**src/rtl/seg_pkg.sv**
```systemverilog
// Shared types and helpers for the multiplexed 7-segment scan driver.
package seg_pkg;

   typedef enum logic [1:0] {
      OFF   = 2'd0,
      DRIVE = 2'd1,
      GUARD = 2'd2
   } scan_state_e;

   localparam int SEG_NIBBLE_W   = 4;
   localparam int SEG_MAX_DIGITS = 8;

   function automatic logic [SEG_MAX_DIGITS-1:0] sel_onehot(input logic [2:0] idx,
                                                            input logic       active_low);
      logic [SEG_MAX_DIGITS-1:0] hot;
      hot = 8'b0000_0001 << idx;
      if (active_low) begin
         return ~hot;
      end else begin
         return hot;
      end
   endfunction

   function automatic logic [SEG_MAX_DIGITS-1:0] sel_none(input logic active_low);
      if (active_low) begin
         return 8'hFF;
      end else begin
         return 8'h00;
      end
   endfunction

endpackage

```
**src/rtl/seg_scan_mux_slot_timer.sv**
```systemverilog
// Slot counter for the scan driver: registered pulses mark the last drive
// cycle and the last guard cycle of every slot.
module seg_slot_timer #(
   parameter int DIV          = 10,
   parameter int GUARD_CYCLES = 2
) (
   input  logic clk,
   input  logic rst,
   input  logic clear,
   output logic drive_end,
   output logic guard_end
);

   localparam int CNT_W = (DIV > 1) ? $clog2(DIV) : 1;
   localparam logic [CNT_W-1:0] DRIVE_LAST = CNT_W'(DIV - GUARD_CYCLES - 1);
   localparam logic [CNT_W-1:0] SLOT_LAST  = CNT_W'(DIV - 1);

   logic [CNT_W-1:0] cnt_r;
   logic [CNT_W-1:0] cnt_s;

   // next count: wrap at slot end, forced to zero by the clear input
   always_comb begin
      if (clear) begin
         cnt_s = {CNT_W{1'b0}};
      end else if (cnt_r == SLOT_LAST) begin
         cnt_s = {CNT_W{1'b0}};
      end else begin
         cnt_s = cnt_r + CNT_W'(1);
      end
   end

   // pulses are decoded from the next count so they line up with cnt_r
   always_ff @(posedge clk) begin
      if (rst) begin
         cnt_r     <= {CNT_W{1'b0}};
         drive_end <= 1'b0;
         guard_end <= 1'b0;
      end else begin
         cnt_r     <= cnt_s;
         drive_end <= (cnt_s == DRIVE_LAST);
         guard_end <= (cnt_s == SLOT_LAST);
      end
   end

endmodule

```
**src/rtl/seg_scan_mux.sv**
```systemverilog
// Time-multiplexed 7-segment scan driver with frame-synchronous double buffering.
// Optional build macro LEADING_ZERO_BLANK_EN blanks leading zero digits.
module seg_scan_mux
   import seg_pkg::*;
#(
   parameter int NUM_DIGITS     = 4,
   parameter int CLK_HZ         = 50_000_000,
   parameter int SCAN_HZ        = 1000,
   parameter int GUARD_CYCLES   = 16,
   parameter int SEL_ACTIVE_LOW = 1
) (
   input  logic                                 clk,
   input  logic                                 rst,
   input  logic                                 en,
   input  logic                                 load,
   input  logic [SEG_NIBBLE_W*NUM_DIGITS-1:0]   value,
   input  logic [NUM_DIGITS-1:0]                blank_mask,
   output logic [SEG_NIBBLE_W-1:0]              digit_nibble,
   output logic [NUM_DIGITS-1:0]                digit_sel,
   output logic [$clog2(NUM_DIGITS)-1:0]        digit_idx,
   output logic                                 frame_done
);

   localparam int   DIV      = CLK_HZ / SCAN_HZ;
   localparam int   IDX_W    = $clog2(NUM_DIGITS);
   localparam int   VAL_W    = SEG_NIBBLE_W * NUM_DIGITS;
   localparam logic SEL_AL   = (SEL_ACTIVE_LOW != 0);
   localparam logic [IDX_W-1:0] LAST_IDX = IDX_W'(NUM_DIGITS - 1);

   scan_state_e             state_r;
   scan_state_e             state_s;
   logic [IDX_W-1:0]        idx_s;
   logic                    wrap_s;
   logic                    frame_s;
   logic [VAL_W-1:0]        act_val_r, act_val_s, pend_val_r, pend_val_s;
   logic [NUM_DIGITS-1:0]   act_blank_r, act_blank_s, pend_blank_r, pend_blank_s;
   logic                    pend_flag_r, pend_flag_s;
   logic [NUM_DIGITS-1:0]   eff_blank_s;
   logic [NUM_DIGITS-1:0]   sel_hot_s;
   logic [NUM_DIGITS-1:0]   sel_idle_s;
   logic [SEG_NIBBLE_W-1:0] nibble_s;
   logic                    timer_clear_s;
   logic                    drive_end;
   logic                    guard_end;
`ifdef LEADING_ZERO_BLANK_EN
   logic                    upper_zero_s;
`endif

   assign timer_clear_s = (!en) || (state_r == OFF);

   seg_slot_timer #(
      .DIV          (DIV),
      .GUARD_CYCLES (GUARD_CYCLES)
   ) u_slot_timer (
      .clk       (clk),
      .rst       (rst),
      .clear     (timer_clear_s),
      .drive_end (drive_end),
      .guard_end (guard_end)
   );

   // scan sequencing; wrap_s marks edges where a new frame starts
   always_comb begin
      state_s = state_r;
      idx_s   = digit_idx;
      wrap_s  = 1'b0;
      frame_s = 1'b0;
      if (!en) begin
         state_s = OFF;
         idx_s   = {IDX_W{1'b0}};
      end else begin
         case (state_r)
            OFF: begin
               state_s = DRIVE;
               idx_s   = {IDX_W{1'b0}};
               wrap_s  = 1'b1;
            end
            DRIVE: begin
               if (drive_end) begin
                  state_s = GUARD;
               end else begin
                  state_s = DRIVE;
               end
            end
            GUARD: begin
               if (guard_end) begin
                  state_s = DRIVE;
                  if (digit_idx == LAST_IDX) begin
                     idx_s   = {IDX_W{1'b0}};
                     wrap_s  = 1'b1;
                     frame_s = 1'b1;
                  end else begin
                     idx_s = digit_idx + IDX_W'(1);
                  end
               end else begin
                  state_s = GUARD;
               end
            end
            default: begin
               state_s = OFF;
               idx_s   = {IDX_W{1'b0}};
            end
         endcase
      end
   end

   // double buffer: data reaches the active copy only at a frame start
   always_comb begin
      act_val_s    = act_val_r;
      act_blank_s  = act_blank_r;
      pend_val_s   = pend_val_r;
      pend_blank_s = pend_blank_r;
      pend_flag_s  = pend_flag_r;
      if (wrap_s && load) begin
         act_val_s   = value;
         act_blank_s = blank_mask;
         pend_flag_s = 1'b0;
      end else if (wrap_s && pend_flag_r) begin
         act_val_s   = pend_val_r;
         act_blank_s = pend_blank_r;
         pend_flag_s = 1'b0;
      end else if (load) begin
         pend_val_s   = value;
         pend_blank_s = blank_mask;
         pend_flag_s  = 1'b1;
      end else begin
         pend_flag_s = pend_flag_r;
      end
   end

   // effective blanking, scanned from the most significant digit down
   always_comb begin
      eff_blank_s = act_blank_s;
`ifdef LEADING_ZERO_BLANK_EN
      upper_zero_s = 1'b1;
      for (int i = NUM_DIGITS - 1; i >= 0; i--) begin
         upper_zero_s = upper_zero_s && (act_val_s[SEG_NIBBLE_W*i +: SEG_NIBBLE_W] == 4'h0);
         if (upper_zero_s && (i != 0)) begin
            eff_blank_s[i] = 1'b1;
         end else begin
            eff_blank_s[i] = act_blank_s[i];
         end
      end
`endif
   end

   // nibble and enable for the digit that will be driven after this edge
   always_comb begin
      nibble_s = 4'h0;
      for (int i = 0; i < NUM_DIGITS; i++) begin
         if (IDX_W'(i) == idx_s) begin
            nibble_s = act_val_s[SEG_NIBBLE_W*i +: SEG_NIBBLE_W];
         end else begin
            nibble_s = nibble_s;
         end
      end
      sel_hot_s  = NUM_DIGITS'(sel_onehot(3'(idx_s), SEL_AL));
      sel_idle_s = NUM_DIGITS'(sel_none(SEL_AL));
   end

   // state, buffers and all outputs share one edge so nibble and anode stay aligned
   always_ff @(posedge clk) begin
      if (rst) begin
         state_r      <= OFF;
         digit_idx    <= {IDX_W{1'b0}};
         digit_nibble <= 4'h0;
         digit_sel    <= sel_idle_s;
         frame_done   <= 1'b0;
         act_val_r    <= {VAL_W{1'b0}};
         act_blank_r  <= {NUM_DIGITS{1'b0}};
         pend_val_r   <= {VAL_W{1'b0}};
         pend_blank_r <= {NUM_DIGITS{1'b0}};
         pend_flag_r  <= 1'b0;
      end else begin
         state_r      <= state_s;
         digit_idx    <= idx_s;
         frame_done   <= frame_s;
         act_val_r    <= act_val_s;
         act_blank_r  <= act_blank_s;
         pend_val_r   <= pend_val_s;
         pend_blank_r <= pend_blank_s;
         pend_flag_r  <= pend_flag_s;
         if (state_s == DRIVE) begin
            digit_nibble <= nibble_s;
            if (eff_blank_s[idx_s]) begin
               digit_sel <= sel_idle_s;
            end else begin
               digit_sel <= sel_hot_s;
            end
         end else begin
            digit_nibble <= digit_nibble;
            digit_sel    <= sel_idle_s;
         end
      end
   end

endmodule

```
**config.mk**
```make
export PLATFORM = sky130hd
export DESIGN_NAME = seg_scan_mux
export DESIGN_NICKNAME = d
export VERILOG_FILES = /design/src/rtl/seg_pkg.sv /design/src/rtl/seg_scan_mux_slot_timer.sv /design/src/rtl/seg_scan_mux.sv
export SDC_FILE = /design/constraint.sdc
export NUM_CORES = 1
export LEC_CHECK = 0
export CAP_MARGIN = 20
export CORE_UTILIZATION = 57
export CTS_CLUSTER_SIZE = 25
export DETAILED_ROUTE_END_ITERATION = 6
export PLACE_DENSITY = 0.81
export REMOVE_ABC_BUFFERS = 1
export SETUP_SLACK_MARGIN = 0.15
export SYNTH_ARGS = -nofsm -noshare
export SYNTH_HDL_FRONTEND = slang
export SYNTH_HIERARCHICAL = 1
export SYNTH_SLANG_ARGS = --single-unit
```
**constraint.sdc**
```tcl
create_clock -name clk -period 2.2 [get_ports clk]
set_input_delay 0.22 -clock clk [delete_from_list [all_inputs] [get_ports clk]]
set_output_delay 0.22 -clock clk [all_outputs]
set_load 0.02 [all_outputs]
```
==> results.md, run 1 <==
- Run status: finished, final reports clean
- WL final: 8653 um
- Final non-filler cell area: 4349 um^2
- Synth area leaders: dfxtp_1, nand2_1, nor2_1
- Max_cap viols: 0
- TritonCTS Buffers: 9
- Area growth syn-to-layout: 20.53%
- WL met3: 462 um
- DRC Markers: 0
- Pins over their slew limit: 0
- Top Ports: 35
- Mapped Area: 3608 um^2
- CTS tree: done
- H-tree depth: 3
- Hold-fix buffers, CTS: 0
- Nets: 475
- Final HPWL DP: 5962 um
- Largest fanout on the critical path: 13
- Min Tclk post-route: 1.992 ns
- Chip height: between 80 and 90 um
- Die width: 81.57 um
- Initial antenna violation count: 0
- Number of routed nets with antenna violations: 0
- Synth warn: 6
- Initial core utilization: 0.5988
- Vias per std cell: 6.103
- HP Class: in -> reg
- First-pass detailed-route iteration total: 5
- DR iter-0 viols: 293
- Layout cells sized above 1: 0.1733
- Ys flop type: dfxtp_1
- Worst Max-Slew Pin Slew: 0.4852 ns
- Die Area: 6653 um^2
- Remaining Overflow, GRT: 0
- Diode count: 0
- Max VDD drop: between 500 and 600 uV
- Worst path max stage delay: 0.35 ns
- DRT met1 WL: 4146 um
- Seq/Total Area, Yosys: 0.3994
- CP arrival: 2.27 ns
- Hold slack final: about 0.45 ns
- Clk sink count: about 70
- Synth Area per Inst: 8.823 um^2
- Drt wl/cell: between 15 and 20 um
- Clock Skew: 0.01106 ns
- Leak: 1.542 nW
- Synth async-reset ratio: 0
- Final Cycle Share: 0.9055
- CP cell instances: inv_1 -> ha_1 -> a31o_4 -> buf_4 -> a41oi_2 -> o221ai_1 -> mux2_2 -> o21ai_1
- CTS Buffer Depth: 2
- RSZ-0062 raised after global routing: true
- Yosys top cell by area: dfxtp_1
- Met2 WL post-DR: 3886 um
- CP startpoint kind: register
- Routability cong.: about 0.87
- CP max-delay cell: dfxtp_2
- Final setup fails: 0
- Crit path buffers/inverters: 2
- Placed Instances: 509
- Final Non-Filler Cells: 525
- Root buffer cell: clkbuf_8
- Post CTS Setup Buffer Count: 0
- Core area: 6026 um^2
- EDFF count, synth: 0
- Fmax: 502.0 MHz
- Cell variety after synth: 66
- Post-synthesis cell count: 409
- Power density over the cells: 675.3 nW/um^2
- Port bufs: 34
- Critical path capture point type: register
- Final Hold Vio Count: 0
- DP Area: around 4000 um^2
- Largest net degree at the start of global routing: 30
- Clk pin slew, worst setup/hold paths: 0.08 ns
- Post-synth top area share: 0.3994
- Required @ worst endpoint: 2.48 ns
- Register bit total from synthesis: 72
- CP delay by family, top: compound AO/OA/AOI/OAI gates
- CP Class: reg -> reg
- Vias post-DR: 3204
- DR top layer: met4
- GRT Overall Usage: 0.2780
- Global-route wire length before repair: 13830 um
- Skew-Pair Late Insertion Delay: between 0.3 and 0.4 ns
- Relative slew margins: 0.6720
- Most frequent cells after synthesis: dfxtp_1, nand2_1, nor2_1
- Number of placement rows: 28
- Count leader, synth: dfxtp_1
- Vias in the first global route: roughly 2900
logic make-up (layout without fill, tap and decap cells):
logic type,after synthesis,count (layout),synth area share
XOR/XNOR,13,13,0.03155
AO/OA/AOI/OAI,95,95,0.1973
flip-flops,72,72,0.3994
adder cells (fa/ha/maj),6,6,0.02080
multiplexers,7,7,0.02323
buffers and inverters,44,85,0.06380
AND/OR/NAND/NOR,172,172,0.2639
per-layer routing:
metal | up-vias | track usage
met2 | 101 | 0.4183
met1 | 1534 | 0.3880
li1 | 1553 | -
met3 | 16 | 0.06111
met5 | - | 0
met4 | 0 | 0.1018
layout by cell type, fill, tap and decap left out, types with 4 or more instances in the layout:
| cell type | instances |
|---|---|
| nand4b_1 | 7 |
| clkbuf_8 | 13 |
| o22a_1 | 7 |
| o21ai_1 | 4 |
| buf_4 | 20 |
| inv_1 | 14 |
| nand3_1 | 10 |
| a41oi_1 | 4 |
| nand4_1 | 7 |
| a21o_1 | 8 |
| ha_1 | 5 |
| o221a_2 | 5 |
| xnor2_1 | 7 |
| a41oi_2 | 5 |
| nor2b_1 | 10 |
| nand3b_1 | 5 |
| a21oi_1 | 26 |
| o221ai_1 | 6 |
| xor2_1 | 6 |
| nand2_1 | 52 |
| o21ai_0 | 8 |
| nor2_1 | 43 |
| clkdlybuf4s50_1 | 34 |
| dfxtp_1 | 69 |
| nor3_1 | 8 |
flip-flops by register name, indices dropped and copies added (netlist names):
register	count
u_slot_timer/drive_end	1
pend_val_r	16
act_blank_r	4
u_slot_timer/guard_end	1
state_r	2
digit_idx	2
act_val_r	16
pend_blank_r	4
digit_sel	4
u_slot_timer/cnt_r	16
digit_nibble	4
pend_flag_r	1
frame_done	1
what timing repair did:
action	in CTS	in global routing
resized for setup	4	18
gates cloned	0	0
hold endpoints to repair	0	0
setup endpoints to repair	25	7
pin swaps	0	4
stage by stage:
stage	power, mW	worst slack, ns	TNS [ns]	utilization
2_1_floorplan	1.620	-0.1904	-0.5201	-
3_3_place_gp	1.777	0.08065	0	0.6676
3_5_place_dp	1.790	0.004309	0	0.6676
4_1_cts	2.931	0.1502	0	0.7068
5_1_grt	3.037	0.1078	0	0.7218
6_report	2.937	0.2079	0	0.7218
path summary, 6_finish.rpt:
kind             startpoint  slack (ns)  cells after the start         endpoint
max              state_r[0]        0.21                      8  digit_nibble[1]
min                value[4]        0.45                      3    pend_val_r[4]
max reg2reg      state_r[0]        0.21                      8  digit_nibble[1]
min reg2reg  pend_val_r[11]        0.46                      2   pend_val_r[11]
report_power, final:
group / internal [mW] / switching [mW] / total, mW
clock network: 0.652 / 0.499 / 1.15
registers: 1.36 / 0.0331 / 1.39
logic: 0.189 / 0.205 / 0.394
worst min-delay path, delay by kind of cell:
family,cells,cell delay [ns]
AO/OA/AOI/OAI,1,0.05
buffers and inverters,1,0.42
AND/OR/NAND/NOR,1,0.07
cell type report:
type | instances | area, um^2
Multi-Input combinational cell | 293 | 2031
Inverter | 14 | 52.55
Timing Repair Buffer | 55 | 501.7
Clock inverter | 3 | 46.29
Tap cell | 75 | 93.84
Fill cell | 461 | 1677
Clock buffer | 13 | 178.9
Sequential cell | 72 | 1445
Note: power is estimated with default switching activity, not from simulation.
==> run 2, diff against run 1 <==
- CORE_UTILIZATION: 57 -> 59
- CTS_BUF_LIST: default -> sky130_fd_sc_hd__clkbuf_2 sky130_fd_sc_hd__clkbuf_4 sky130_fd_sc_hd__clkbuf_8
- PLACE_DENSITY: 0.81 -> 0.83
==> results.md, run 2 (same netlist as run 1, synthesis figures left out) <==
- Run status: finished, final reports clean
- Clock Skew: 0.01007 ns
- GRT met2 Usage: 0.4803
- Required @ worst endpoint: 2.47 ns
- Slack of the worst reg-to-reg path: between 0.2 and 0.25 ns
- Layout cells sized above 1: 0.2035
- Hold-fix buffers, CTS: 0
- Max_cap viols: 0
- Pins over their slew limit: 0
- HP Start: pend_val_r[2]
- Vias per std cell: 6.142
- Initial antenna violation count: 0
- Vias in the first global route: 2982
- Number of placement rows: 28
- Hold EP: pend_val_r[2]
- Initial core utilization: 0.6095
- RSZ-0062 raised after global routing: false
- Largest regs: act_val_r (16), pend_val_r (16), u_slot_timer/cnt_r (16)
- Critical path capture point type: register
- CP delay by family, top: multiplexers
- Commonest cells after routing, fill and taps aside: dfxtp_1, nand2_1, nor2_1
- Total chip power: 3.004 mW
- Largest net degree at the start of global routing: 26
- Final Non-Filler Cells: 527
- Worst Max-Slew Pin Slew: 0.4778 ns
- CP cell instances: ha_2 -> mux2_4 -> a22o_4 -> nor2b_1 -> buf_4 -> mux2_4 -> o221ai_1
- Core area: 5921 um^2
- Placed Instances: 510
- Clk sink count: between 70 and 80
- R2R Path End: digit_nibble[3]
- CTS tree: done
- Skew-Pair Late Insertion Delay: 0.35 ns
- Worst path max stage delay: 0.37 ns
- Place WS: between 0.02 and 0.025 ns
- First-pass detailed-route iteration total: 5
- Reg2reg start: digit_idx[1]
- Setup TNS: 0 ns
- Diode count: 0
- TritonCTS Buffers: 9
- Die Area: approximately 6400 um^2
- Min Tclk post-route: 1.994 ns
- Nets: 477
- Worst setup margin: 0.2056 ns
- FF-to-FF path depth: 7
- Number of routed nets with antenna violations: 0
- Max VDD drop: approximately 430 uV
- Hold depth: 2
- Top Ports: 35
- Met3 Track Usage GR: 0.05568
- Largest fanout on the critical path: 7
- Global-route wire length before repair: 14260 um
- Routability cong.: about 0.85
- Commonest non-fill, non-tap cell in the layout: dfxtp_1
- H-tree depth: 3
- Fmax: 501.4 MHz
- CP arrival: 2.27 ns
- Leak: 1.567 nW
- DR iter-0 viols: 201
- Drt wl/cell: between 15 and 20 um
- GRT Overall Usage: 0.2924
- HP Class: reg -> reg
- WL final: between 8000 and 9000 um
- Final setup fails: 0
- Vias post-DR: 3237
- Final Hold Vio Count: 0
- Final Cycle Share: 0.9065
- DRC Markers: 0
- Final HPWL DP: 6017 um
- CP Class: reg -> reg
- Remaining Overflow, GRT: 0
- CP startpoint kind: register
- CP max-delay cell: dfxtp_2
- Post-Route Utilization: 0.7508
- GR Util met1: 0.3751
- Most used cell, CP: mux2_4
- Port bufs: 34
- Power density over the cells: 675.7 nW/um^2
- Clk pin slew, worst setup/hold paths: approximately 0.08 ns
- Layer with the highest usage: met2
- CTS Buffer Depth: 2
- Crit path buffers/inverters: 1
- Area growth syn-to-layout: 23.20%
- Chip height: 80.21 um
- Root buffer cell: clkbuf_8
- Relative slew margins: 0.6805
- Die width: 80.21 um
run 2: worst max path at each step:
stage                       from              end  slack, ns  depth (start not counted)
floorplan           digit_idx[0]  digit_nibble[2]      -0.19                          6
global placement              en  digit_nibble[2]       0.07                          6
detailed placement            en  digit_nibble[1]       0.02                          6
CTS                   state_r[0]  digit_nibble[2]       0.15                          8
global route          state_r[0]  digit_nibble[0]       0.14                          8
finish              digit_idx[1]  digit_nibble[3]       0.21                          7
run 2: worst reg2reg max path, delay by kind of cell (launching register included):
| kind | cells | cell delay (ns) |
|---|---|---|
| flip-flops | 1 | 0.37 |
| AND/OR/NAND/NOR | 1 | 0.14 |
| multiplexers | 2 | 0.57 |
| adder cells (fa/ha/maj) | 1 | 0.28 |
| AO/OA/AOI/OAI | 2 | 0.39 |
| buffers and inverters | 1 | 0.18 |
run 2: area by class of cell:
cell class,count,area (um^2)
tap,75,93.84
fill,438,1475
clock inverter,5,78.83
timing repair buffer,57,516.7
inverter,14,52.55
multi-input combinational,293,2107
clock buffer,11,151.4
sequential,72,1445
run 2: stage by stage:
step | cell area (um^2) | hold WS [ns]
final | 4446 | 0.4523
after global placement | 4030 | 0.4369
after floorplan | 3431 | 0.2891
after global routing | 4446 | 0.4668
after detailed placement | 4030 | 0.4413
after CTS | 4284 | 0.4405
run 2: report_power, final:
group | internal [mW] | leakage [nW] | total, mW | switching (mW)
combinational | 0.197 | 0.859 | 0.414 | 0.217
clock | 0.698 | 0.119 | 1.20 | 0.503
sequential | 1.36 | 0.589 | 1.39 | 0.0279
run 2: timing repair:
item	in CTS	in global routing
pin swaps	1	8
resized for setup	6	30
setup endpoints to repair	24	7
buffers inserted	0	1
run 2: per-layer routing:
| metal | routed length [um] | up-vias | part of all wire |
|---|---|---|---|
| met1 | 3988 | 1557 | 0.45 |
| met4 | 175 | 0 | 0.020 |
| met5 | 0 | - | 0 |
| met2 | 4372 | 106 | 0.49 |
| met3 | 413 | 21 | 0.046 |
| li1 | - | 1553 | - |
==> run 3, diff against run 2 <==
- ABC_AREA: default -> 1
==> results.md, run 3 <==
- Post-synth top area share: 0.3957
- Slack of the worst reg-to-reg path: 0.32 ns
- CTS Buffer Depth: 2
- FF-to-FF path depth: 11
- CP Class: reg -> reg
- Max_cap viols: 0
- Worst setup margin: approximately 0.32 ns
- Total chip power: 2.841 mW
- Number of routed nets with antenna violations: 0
- Multi-input combinational cell area: 1967 um^2
- Nets: 589
- DR iter-0 viols: 271
- Required @ worst endpoint: 2.43 ns
- DR top layer: met4
- Post-Route Utilization: 0.7282
- Internal Power: 2.119 mW
- DRT met1 WL: around 3900 um
- Setup TNS: 0 ns
- H-tree depth: 3
- WL met3: 692 um
- Worst Max-Slew Pin Slew: 0.5612 ns
- Clk pin slew, worst setup/hold paths: 0.07 ns
- Area growth syn-to-layout: 18.38%
- Core area: 5921 um^2
- Global-route wire length before repair: 14920 um
- Remaining Overflow, GRT: 0
- Run status: finished, final reports clean
- Synth warn: 6
- Initial antenna violation count: 0
- Clk pwr share: 0.382
- Drt wl/cell: roughly 15 um
- RSZ-0062 raised after global routing: true
- EDFF count, synth: 0
- Seq/Total Area, Yosys: 0.3957
- Diode count: 0
- Largest net degree at the start of global routing: 31
- Most frequent cells after synthesis: nand2_1, nand3_1, dfxtp_1
- HP Start: rst
- Chip height: 80.57 um
- Routability cong.: 0.9394
- Hold depth: 2
- Switching Share: 0.2540
- Initial core utilization: 0.6152
- Max VDD drop: 500.5 uV
- Leak: 1.747 nW
- Top Ports: 35
- Commonest non-fill, non-tap cell in the layout: nand2_1
- Skew-Pair Late Insertion Delay: 0.35 ns
- R2R Path End: digit_sel[1]
- Min Tclk post-route: ~1.9 ns
- FF+latch area: around 1400 um^2
- Reg2reg start: state_r[0]
- Final Hold Vio Count: 0
- Largest fanout on the critical path: 6
- WL final: 9413 um
- Power density over the cells: ~660 nW/um^2
- Mapped Area: 3642 um^2
- DRC Markers: 0
- Synth Area per Inst: between 7 and 8 um^2
- DP Area: 4041 um^2
- Vias per std cell: 5.718
- Port bufs: 34
- CP startpoint kind: register
- Seq pwr share: 0.487
- Count leader, synth: nand2_1
- Die width: 80.57 um
- Number of placement rows: 28
- CP arrival: between 2 and 2.5 ns
- Post-synthesis cell count: 519
- Final setup fails: 0
- Hold EP: u_slot_timer/cnt_r[10]
- Critical path capture point type: register
- Final HPWL DP: roughly 6400 um
- First-pass detailed-route iteration total: 5
- Final non-filler cell area: 4312 um^2
- Met2 WL post-DR: 4552 um
- TritonCTS Buffers: 9
- Synth area leaders: dfxtp_1, nand2_1, nand3_1
- Final Cycle Share: 0.8556
- Die Area: 6492 um^2
- Cell variety after synth: 27
- Comb pwr share: 0.131
- Layout cells sized above 1: 0.1277
- GRT Overall Usage: 0.3075
- Pins over their slew limit: 0
- Ys flop type: dfxtp_1
- Yosys top cell by area: dfxtp_1
- Relative slew margins: 0.6259
- Vias post-DR: 3654
- Clock Skew: 0.009698 ns
- Synth async-reset ratio: 0
- Register bit total from synthesis: 72
- HP Class: in -> reg
- Root buffer cell: clkbuf_8
- Clk sink count: 72
- Largest regs: act_val_r (16), pend_val_r (16), u_slot_timer/cnt_r (16)
- Place WS: roughly 0.10 ns
- Fmax: 531.3 MHz
- Vias in the first global route: 3265
- Commonest cells after routing, fill and taps aside: nand2_1, nand3_1, dfxtp_1
- Fillers: 467
- P_sw: slightly above 0.7 mW
- CTS tree: done
[run 3: changes by cell type after synthesis, moves of 7 or more]
cell | previous run | this run
o221ai_1 | 9 | 0
inv_1 | 14 | 23
a41oi_1 | 8 | 0
nor2b_1 | 10 | 0
o22a_1 | 7 | 0
a21o_1 | 8 | 0
nand2_1 | 52 | 121
nand4_1 | 7 | 24
nor2_2 | 0 | 14
nand3_1 | 10 | 81
nor2_1 | 43 | 70
xnor2_1 | 7 | 0
nand4b_1 | 7 | 0
or2_1 | 0 | 19
[run 3: worst max path at each step]
stage | cells after the start | slack, ns | to | startpoint
after floorplan | 8 | 0.15 | pend_blank_r[0] | state_r[0]
after CTS | 11 | 0.22 | digit_nibble[2] | state_r[0]
after detailed placement | 10 | 0.10 | digit_nibble[2] | en
final | 11 | 0.32 | digit_sel[1] | state_r[0]
after global placement | 10 | 0.18 | digit_nibble[1] | en
after global routing | 11 | 0.14 | digit_sel[1] | state_r[0]
[run 3: repair_timing]
| item | in CTS | in global routing |
|---|---|---|
| setup buffers | 0 | 6 |
| hold buffers | 0 | 0 |
| endpoints found under the setup margin | 0 | 9 |
| hold endpoints to repair | 0 | 0 |
| resized for setup | 0 | 5 |
[run 3: final cells by class]
cell class	count	area share
flip-flops and latches	72	0.3343
clock inverters	3	0.009286
well taps	75	0.02176
multi-input cells	394	0.4562
clock buffers	13	0.03860
repair buffers	53	0.1146
inverters	29	0.02525
[run 3: metal layers]
metal / GRT usage / up-vias
li1: - / 1779
met1: 0.3857 / 1696
met2: 0.4992 / 158
met3: 0.04773 / 21
met4: 0.1732 / 0
met5: 0 / -
[run 3: kinds of logic (layout without fill, tap and decap cells)]
group           after synthesis  count (layout)  share of synthesized area
simple gates                352             352                     0.4617
fa+ha+maj                     6               6                    0.02061
buf+inv                      53              98                    0.06836
compound gates               32              32                    0.04397
flops                        72              72                     0.3957
xor+xnor                      4               4                   0.009618
[run 3: per-stage QoR]
step	std cells	hold slack (ns)
after floorplan	495	0.2891
after global placement	617	0.4454
after detailed placement	617	0.4527
after CTS	633	0.3330
after global routing	639	0.3642
final	639	0.3496
[run 3: critical path, stage by stage, from the launching register on]
cell and delay [ns]:
dfxtp_1 0.33, inv_1 0.08, ha_2 0.22, nand2_2 0.08, nand2_2 0.16, nand3_4 0.14
buf_4 0.18, or2_1 0.23, nand3_1 0.10, nand2_1 0.09, inv_2 0.08, nand3_1 0.07
[run 3: power groups by stage]
| stage | combinational [mW] | clock (mW) | sequential (mW) |
|---|---|---|---|
| 5_1_grt | 0.407 | 1.16 | 1.39 |
| 6_report | 0.372 | 1.08 | 1.38 |
| 3_3_place_gp | 0.339 | 0 | 1.41 |
| 4_1_cts | 0.353 | 1.09 | 1.38 |
| 3_5_place_dp | 0.350 | 0 | 1.41 |
| 2_1_floorplan | 0.178 | 0 | 1.42 |
